[config.mk]
export PLATFORM = sky130hd
export DESIGN_NAME = cpu_ctrl_fsm
export DESIGN_NICKNAME = d
export VERILOG_FILES = /design/src/rtl/cpu_pkg.sv /design/src/rtl/mem_wait_timer.sv /design/src/rtl/cpu_ctrl_fsm.sv
export SDC_FILE = /design/constraint.sdc
export NUM_CORES = 1
export LEC_CHECK = 0
export CAP_MARGIN = 20
export CORE_AREA = 3 3 59 61
export CTS_BUF_LIST = sky130_fd_sc_hd__clkbuf_16
export DETAILED_ROUTE_END_ITERATION = 12
export DIE_AREA = 0 0 62 64
export GPL_ROUTABILITY_DRIVEN = 0
export PLACE_DENSITY_LB_ADDON = 0.05
export SETUP_SLACK_MARGIN = 0.1
export SLEW_MARGIN = 5
export SYNTH_ARGS = -nofsm -noshare
export SYNTH_HDL_FRONTEND = slang
export SYNTH_SLANG_ARGS = --single-unit
export TNS_END_PERCENT = 5
[constraint.sdc]
create_clock -name clk -period 3.3 [get_ports clk]
set_input_delay 0.66 -clock clk [delete_from_list [all_inputs] [get_ports clk]]
set_output_delay 0.66 -clock clk [all_outputs]
set_load 0.01 [all_outputs]
[src/rtl/cpu_pkg.sv]
// Shared encodings for the COA CPU control path: opcodes, ALU operations, FSM states.
package cpu_pkg;

  localparam logic [3:0] OP_NOP   = 4'h0;
  localparam logic [3:0] OP_LOAD  = 4'h1;
  localparam logic [3:0] OP_STORE = 4'h2;
  localparam logic [3:0] OP_ADD   = 4'h3;
  localparam logic [3:0] OP_SUB   = 4'h4;
  localparam logic [3:0] OP_AND   = 4'h5;
  localparam logic [3:0] OP_JMP   = 4'h6;
  localparam logic [3:0] OP_JZ    = 4'h7;
  localparam logic [3:0] OP_OUT   = 4'h8;
  localparam logic [3:0] OP_HALT  = 4'hF;

  localparam logic [2:0] ALU_PASS = 3'd0;
  localparam logic [2:0] ALU_ADD  = 3'd1;
  localparam logic [2:0] ALU_SUB  = 3'd2;
  localparam logic [2:0] ALU_AND  = 3'd3;

  typedef enum logic [2:0] {
    START  = 3'd0,
    FETCH  = 3'd1,
    DECODE = 3'd2,
    EXEC   = 3'd3,
    MEM    = 3'd4,
    WB     = 3'd5,
    HALT   = 3'd6,
    FAULT  = 3'd7
  } state_t;

  // Non-arithmetic opcodes map to PASS so alu_op stays 0 outside ALU instructions.
  function automatic logic [2:0] alu_of(input logic [3:0] op);
    case (op)
      OP_ADD:  return ALU_ADD;
      OP_SUB:  return ALU_SUB;
      OP_AND:  return ALU_AND;
      default: return ALU_PASS;
    endcase
  endfunction

endpackage

[src/rtl/mem_wait_timer.sv]
// Counts consecutive cycles a memory request waits; flags the cycle that would reach WAIT_MAX.
module mem_wait_timer #(
  parameter int WAIT_MAX = 15
) (
  input  logic clk,
  input  logic rst_n,
  input  logic en,
  output logic expired
);

  localparam int W = $clog2(WAIT_MAX + 1);

  logic [W-1:0] cnt;

  // Any cycle without a pending, unanswered request clears the count.
  always_ff @(posedge clk or negedge rst_n) begin
    if (!rst_n)  cnt <= '0;
    else if (en) cnt <= cnt + 1'b1;
    else         cnt <= '0;
  end

  assign expired = en && (cnt == W'(WAIT_MAX - 1));

endmodule

[src/rtl/cpu_ctrl_fsm.sv]
// Multi-cycle control unit for the 8-bit COA CPU: fetch/decode/execute sequencing,
// memory handshake with timeout, HALT/fault detection and a retired-instruction counter.
//
// state  | meaning
// START  | idle after reset, waits for go
// FETCH  | read instruction at PC into IR
// DECODE | dispatch on opcode; jumps/OUT/NOP complete here
// EXEC   | ALU operation for ADD/SUB/AND
// MEM    | data access at IR operand for LOAD/STORE
// WB     | accumulator and zero-flag write-back
// HALT   | HALT executed, parked until reset
// FAULT  | illegal opcode or memory timeout, parked until reset
module cpu_ctrl_fsm
  import cpu_pkg::*;
#(
  parameter int WAIT_MAX = 15,
  parameter int CNT_W    = 16
) (
  input  logic             clk,
  input  logic             rst_n,
  input  logic             go,
  input  logic [3:0]       opcode,
  input  logic             zero_flag,
  input  logic             mem_ready,
  output logic             mem_req,
  output logic             mem_we,
  output logic             addr_sel,
  output logic             ir_ld,
  output logic             pc_inc,
  output logic             pc_load,
  output logic [2:0]       alu_op,
  output logic             wb_sel,
  output logic             reg_we,
  output logic             flag_we,
  output logic             out_ld,
  output logic             halted,
  output logic             fault,
  output logic [CNT_W-1:0] instr_cnt
);

  state_t state, state_n;
  logic   retire;
  logic   waiting;
  logic   expired;

  // Derived from state directly so the timer does not loop through the output decode.
  assign waiting = ((state == FETCH) || (state == MEM)) && !mem_ready;

  mem_wait_timer #(.WAIT_MAX(WAIT_MAX)) u_wait_timer (
    .clk     (clk),
    .rst_n   (rst_n),
    .en      (waiting),
    .expired (expired)
  );

  always_ff @(posedge clk or negedge rst_n) begin
    if (!rst_n) begin
      state     <= START;
      halted    <= 1'b0;
      fault     <= 1'b0;
      instr_cnt <= '0;
    end else begin
      state <= state_n;
      if (state_n == HALT)  halted    <= 1'b1;
      if (state_n == FAULT) fault     <= 1'b1;
      if (retire)           instr_cnt <= instr_cnt + 1'b1;
    end
  end

  always_comb begin
    state_n  = state;
    retire   = 1'b0;
    mem_req  = 1'b0;
    mem_we   = 1'b0;
    addr_sel = 1'b0;
    ir_ld    = 1'b0;
    pc_inc   = 1'b0;
    pc_load  = 1'b0;
    alu_op   = ALU_PASS;
    wb_sel   = 1'b0;
    reg_we   = 1'b0;
    flag_we  = 1'b0;
    out_ld   = 1'b0;

    case (state)
      START: begin
        if (go) state_n = FETCH;
      end

      FETCH: begin
        mem_req = 1'b1;
        if (mem_ready) begin
          ir_ld   = 1'b1;
          pc_inc  = 1'b1;
          state_n = DECODE;
        end else if (expired) begin
          state_n = FAULT;
        end
      end

      DECODE: begin
        case (opcode)
          OP_NOP: begin
            state_n = FETCH;
            retire  = 1'b1;
          end
          OP_ADD, OP_SUB, OP_AND: state_n = EXEC;
          OP_LOAD, OP_STORE:      state_n = MEM;
          OP_JMP: begin
            pc_load = 1'b1;
            state_n = FETCH;
            retire  = 1'b1;
          end
          OP_JZ: begin
            pc_load = zero_flag;
            state_n = FETCH;
            retire  = 1'b1;
          end
          OP_OUT: begin
            out_ld  = 1'b1;
            state_n = FETCH;
            retire  = 1'b1;
          end
          OP_HALT: begin
            state_n = HALT;
            retire  = 1'b1;
          end
          default: state_n = FAULT;
        endcase
      end

      EXEC: begin
        alu_op  = alu_of(opcode);
        state_n = WB;
      end

      MEM: begin
        mem_req  = 1'b1;
        addr_sel = 1'b1;
        mem_we   = (opcode == OP_STORE);
        if (mem_ready) begin
          if (opcode == OP_STORE) begin
            state_n = FETCH;
            retire  = 1'b1;
          end else begin
            wb_sel  = 1'b1;
            state_n = WB;
          end
        end else if (expired) begin
          state_n = FAULT;
        end
      end

      WB: begin
        reg_we  = 1'b1;
        flag_we = 1'b1;
        wb_sel  = (opcode == OP_LOAD);
        alu_op  = alu_of(opcode);
        state_n = FETCH;
        retire  = 1'b1;
      end

      default: ;
    endcase
  end

endmodule

==> run summary <==
outcome - finished, final reports clean
post-route non-filler standard cell count - 232
Clk network pwr share - 0.207
pre-CTS setup slack - 0.262 ns
Setup TNS - 0 ns
Post-Synthesis Net Count - 165
Max Cap Violations - 0
insertion delay to the later sink of the worst-skew pair - 0.25 ns
startpoint of the worst register-to-register path - state[1]
top post-synthesis cells by count - sky130_fd_sc_hd__dfrtp_1, sky130_fd_sc_hd__xnor2_1, sky130_fd_sc_hd__nor2_1
count of instances resized after the clock tree is built - 0
minimum clock period after layout - 3.03 ns
data required time at the worst endpoint - 2.64 ns
number of endpoints failing setup at the final stage - 0
Logic pwr share - 0.410
antenna diode count - 0
Final Hold Fails - 0
Die Span X - 62 um
clock-pin slew on the worst setup and hold paths - 0.06 ns
placeable core region - 0.00303 mm2
Worst IR Drop VDD - 0.000519 V
cell type contributing the most total cell area after synthesis - sky130_fd_sc_hd__dfrtp_1
routed vias/inst - 5.40
wire length of the first global-routing pass - 5040 um
worst-case hold slack - 0.470 ns
portion of synthesized cell area occupied by the leading cell type - 0.428
largest fanout of any net on the critical path - 4
cell area after synthesis - 0.00146 mm2
root cell of the clock tree - sky130_fd_sc_hd__clkbuf_16
Flop pwr share - 0.382
reg2reg setup slack - 1.56 ns
detail-routed net length per standard cell - 13.2 um
RSZ-0062 raised after global routing - no
Die Span Y - 64 um
HPWL after detailed placement - 2270 um
leading post-synthesis cells by cell area - sky130_fd_sc_hd__dfrtp_1, sky130_fd_sc_hd__xnor2_1, sky130_fd_sc_hd__nand4_1
Setup CP Type - in2out
Yosys Warn Count - 0
most used flip-flop cell after synthesis - sky130_fd_sc_hd__dfrtp_1
cts hold-fix bufs - 0
effective utilization at floorplan - 0.483
type of the tightest min-delay check - reg2reg
vias in the first global route - 1134
Critical Path Sink Type - output port
final antenna-violating net count - 0
fraction of final layout cells with drive strength greater than 1 - 0.0745
clock tree from TritonCTS - yes
Peak Freq - 330 MHz
Arr. time, crit path - 2.37 ns
async set-reset flop share out of synthesis - 1.00
All-Layer GR Usage - 0.163
post-detailed-route DRC marker count - 0
area growth from synthesis to final layout - 33.3%
H-tree depth - 1
DIE AREA - 0.00397 mm2
count of input and output buffers - 38
Seq/Total Area, Yosys - 0.428
register bit count reported by yosys - 25
ratio of final minimum period to clock period - 0.917
IO Pins - 40
Max transition margin - 0.639
leftover overflow at the end of global routing - 0
final wirelength - 3060 um
cells after synthesis - 153
critical path startpoint category - primary input
vias after detailed routing - 1253
skew final - 0.00694 ns
hold path depth - 1
maximum number of pins on one net before global-route repair - 26
Hold Path End - instr_cnt[15]
Layout Utilization - 0.643
LEAKAGE - 0.813 nW
Int Pwr - 0.000798 W
placed cell count - 228
endpoint of the worst register-to-register path - instr_cnt[1]
final net count - 201
path depth of the worst reg2reg path - 3
Switching Share - 0.355
number of synthesized flops with an enable pin - 0
final worst slack - 0.272 ns
total number of clock tree sinks - 25
Power Dens Cells - 635 mW/mm2
number of antenna violations at the first check in global routing - 0
buffers from clock root to sink, at most - 2
switching power - 0.000439 W
standard-cell row count - 20
transition time at the pin with the least slew margin - 0.540 ns
count of final max-slew check failures - 0
DR pass1 iterations - 4
synthesized area divided by synthesized cell count - 9.55 um2
number of buffers created by CTS - 3
Yosys cell types - 40
most frequent cell after synthesis - sky130_fd_sc_hd__dfrtp_1
Min-Delay Startpoint - instr_cnt[15]
DRT iter0 DRCs - 53
setup fix buffers added after clock tree synthesis - 0
## flip-flops by register name (all words and copies together) (netlist names)
name,count
u_wait_timer.cnt,4
halted,1
fault,1
state,3
instr_cnt,16
## worst max-delay path, cell delays in order
cell	delay, ns
sky130_fd_sc_hd__clkdlybuf4s50_1	0.42
sky130_fd_sc_hd__or4b_4	0.57
sky130_fd_sc_hd__nor3_1	0.15
sky130_fd_sc_hd__clkdlybuf4s50_1	0.56
## cell usage in the layout (no fill, tap or decap), types with 3 or more instances in the layout
| cell | Yosys | final |
|---|---|---|
| sky130_fd_sc_hd__clkdlybuf4s50_1 | 0 | 38 |
| sky130_fd_sc_hd__dfrtp_1 | 25 | 25 |
| sky130_fd_sc_hd__xnor2_1 | 16 | 16 |
| sky130_fd_sc_hd__nor2_1 | 14 | 14 |
| sky130_fd_sc_hd__nand4_1 | 12 | 12 |
| sky130_fd_sc_hd__and3_1 | 9 | 9 |
| sky130_fd_sc_hd__nand2_1 | 6 | 6 |
| sky130_fd_sc_hd__inv_1 | 4 | 5 |
| sky130_fd_sc_hd__nand2b_1 | 5 | 5 |
| sky130_fd_sc_hd__buf_4 | 3 | 5 |
| sky130_fd_sc_hd__a21oi_1 | 4 | 4 |
| sky130_fd_sc_hd__o21ai_0 | 4 | 4 |
| sky130_fd_sc_hd__nand3_1 | 4 | 4 |
| sky130_fd_sc_hd__nor2b_1 | 3 | 3 |
| sky130_fd_sc_hd__nor3_1 | 3 | 3 |
| sky130_fd_sc_hd__a31o_2 | 3 | 3 |
| sky130_fd_sc_hd__ha_1 | 3 | 3 |
| sky130_fd_sc_hd__clkbuf_16 | 0 | 3 |
## per-stage QoR
stage	instance area, um2	total power (W)
after CTS	1950	0.00124
final	1950	0.00124
after detailed placement	1870	0.000983
after floorplan	1460	0.000785
after global placement	1870	0.000973
after global routing	1950	0.00132
## per-layer routing
metal / wire, um / vias to the layer above / GRT usage
li1: - / 612 / -
met1: 1470 / 595 / 0.232
met2: 1400 / 40 / 0.245
met3: 160 / 6 / 0.0384
met4: 36 / 0 / 0.0424
met5: 0 / - / 0
## logic make-up (layout without fill, tap and decap cells)
kind of cell,after synthesis,count (layout),share of synthesized area
compound gates,22,22,0.112
xor+xnor,18,18,0.108
fa+ha+maj,3,3,0.0257
buf+inv,16,51,0.0548
flops,25,25,0.428
mux,1,1,0.00770
other cells,1,1,0.00257
simple gates,67,67,0.261
## power groups by stage
| stage | combinational (W) | clock (W) | sequential (W) |
|---|---|---|---|
| final | 0.000508 | 0.000257 | 0.000472 |
| after global routing | 0.000556 | 0.000275 | 0.000488 |
| after CTS | 0.000512 | 0.000260 | 0.000472 |
| after detailed placement | 0.000507 | 0 | 0.000476 |
| after global placement | 0.000501 | 0 | 0.000472 |
| after floorplan | 0.000346 | 0 | 0.000439 |
## worst max path at each step
stage,startpoint,endpoint,slack (ns)
2_1_floorplan,opcode[0],instr_cnt[4],1.16
3_3_place_gp,opcode[0],mem_we,0.27
3_5_place_dp,opcode[0],mem_we,0.26
4_1_cts,opcode[0],mem_we,0.26
5_1_grt,opcode[0],mem_we,0.22
6_report,opcode[0],mem_we,0.27
## layout make-up
cell class,count,area [um2]
multi-input combinational,112,756
timing repair buffer,43,418
tap,44,55.1
sequential,25,626
inverter,4,15.0
clock inverter,1,3.75
fill,247,1080
clock buffer,3,75.1
Note: power is estimated with default switching activity, not from simulation.
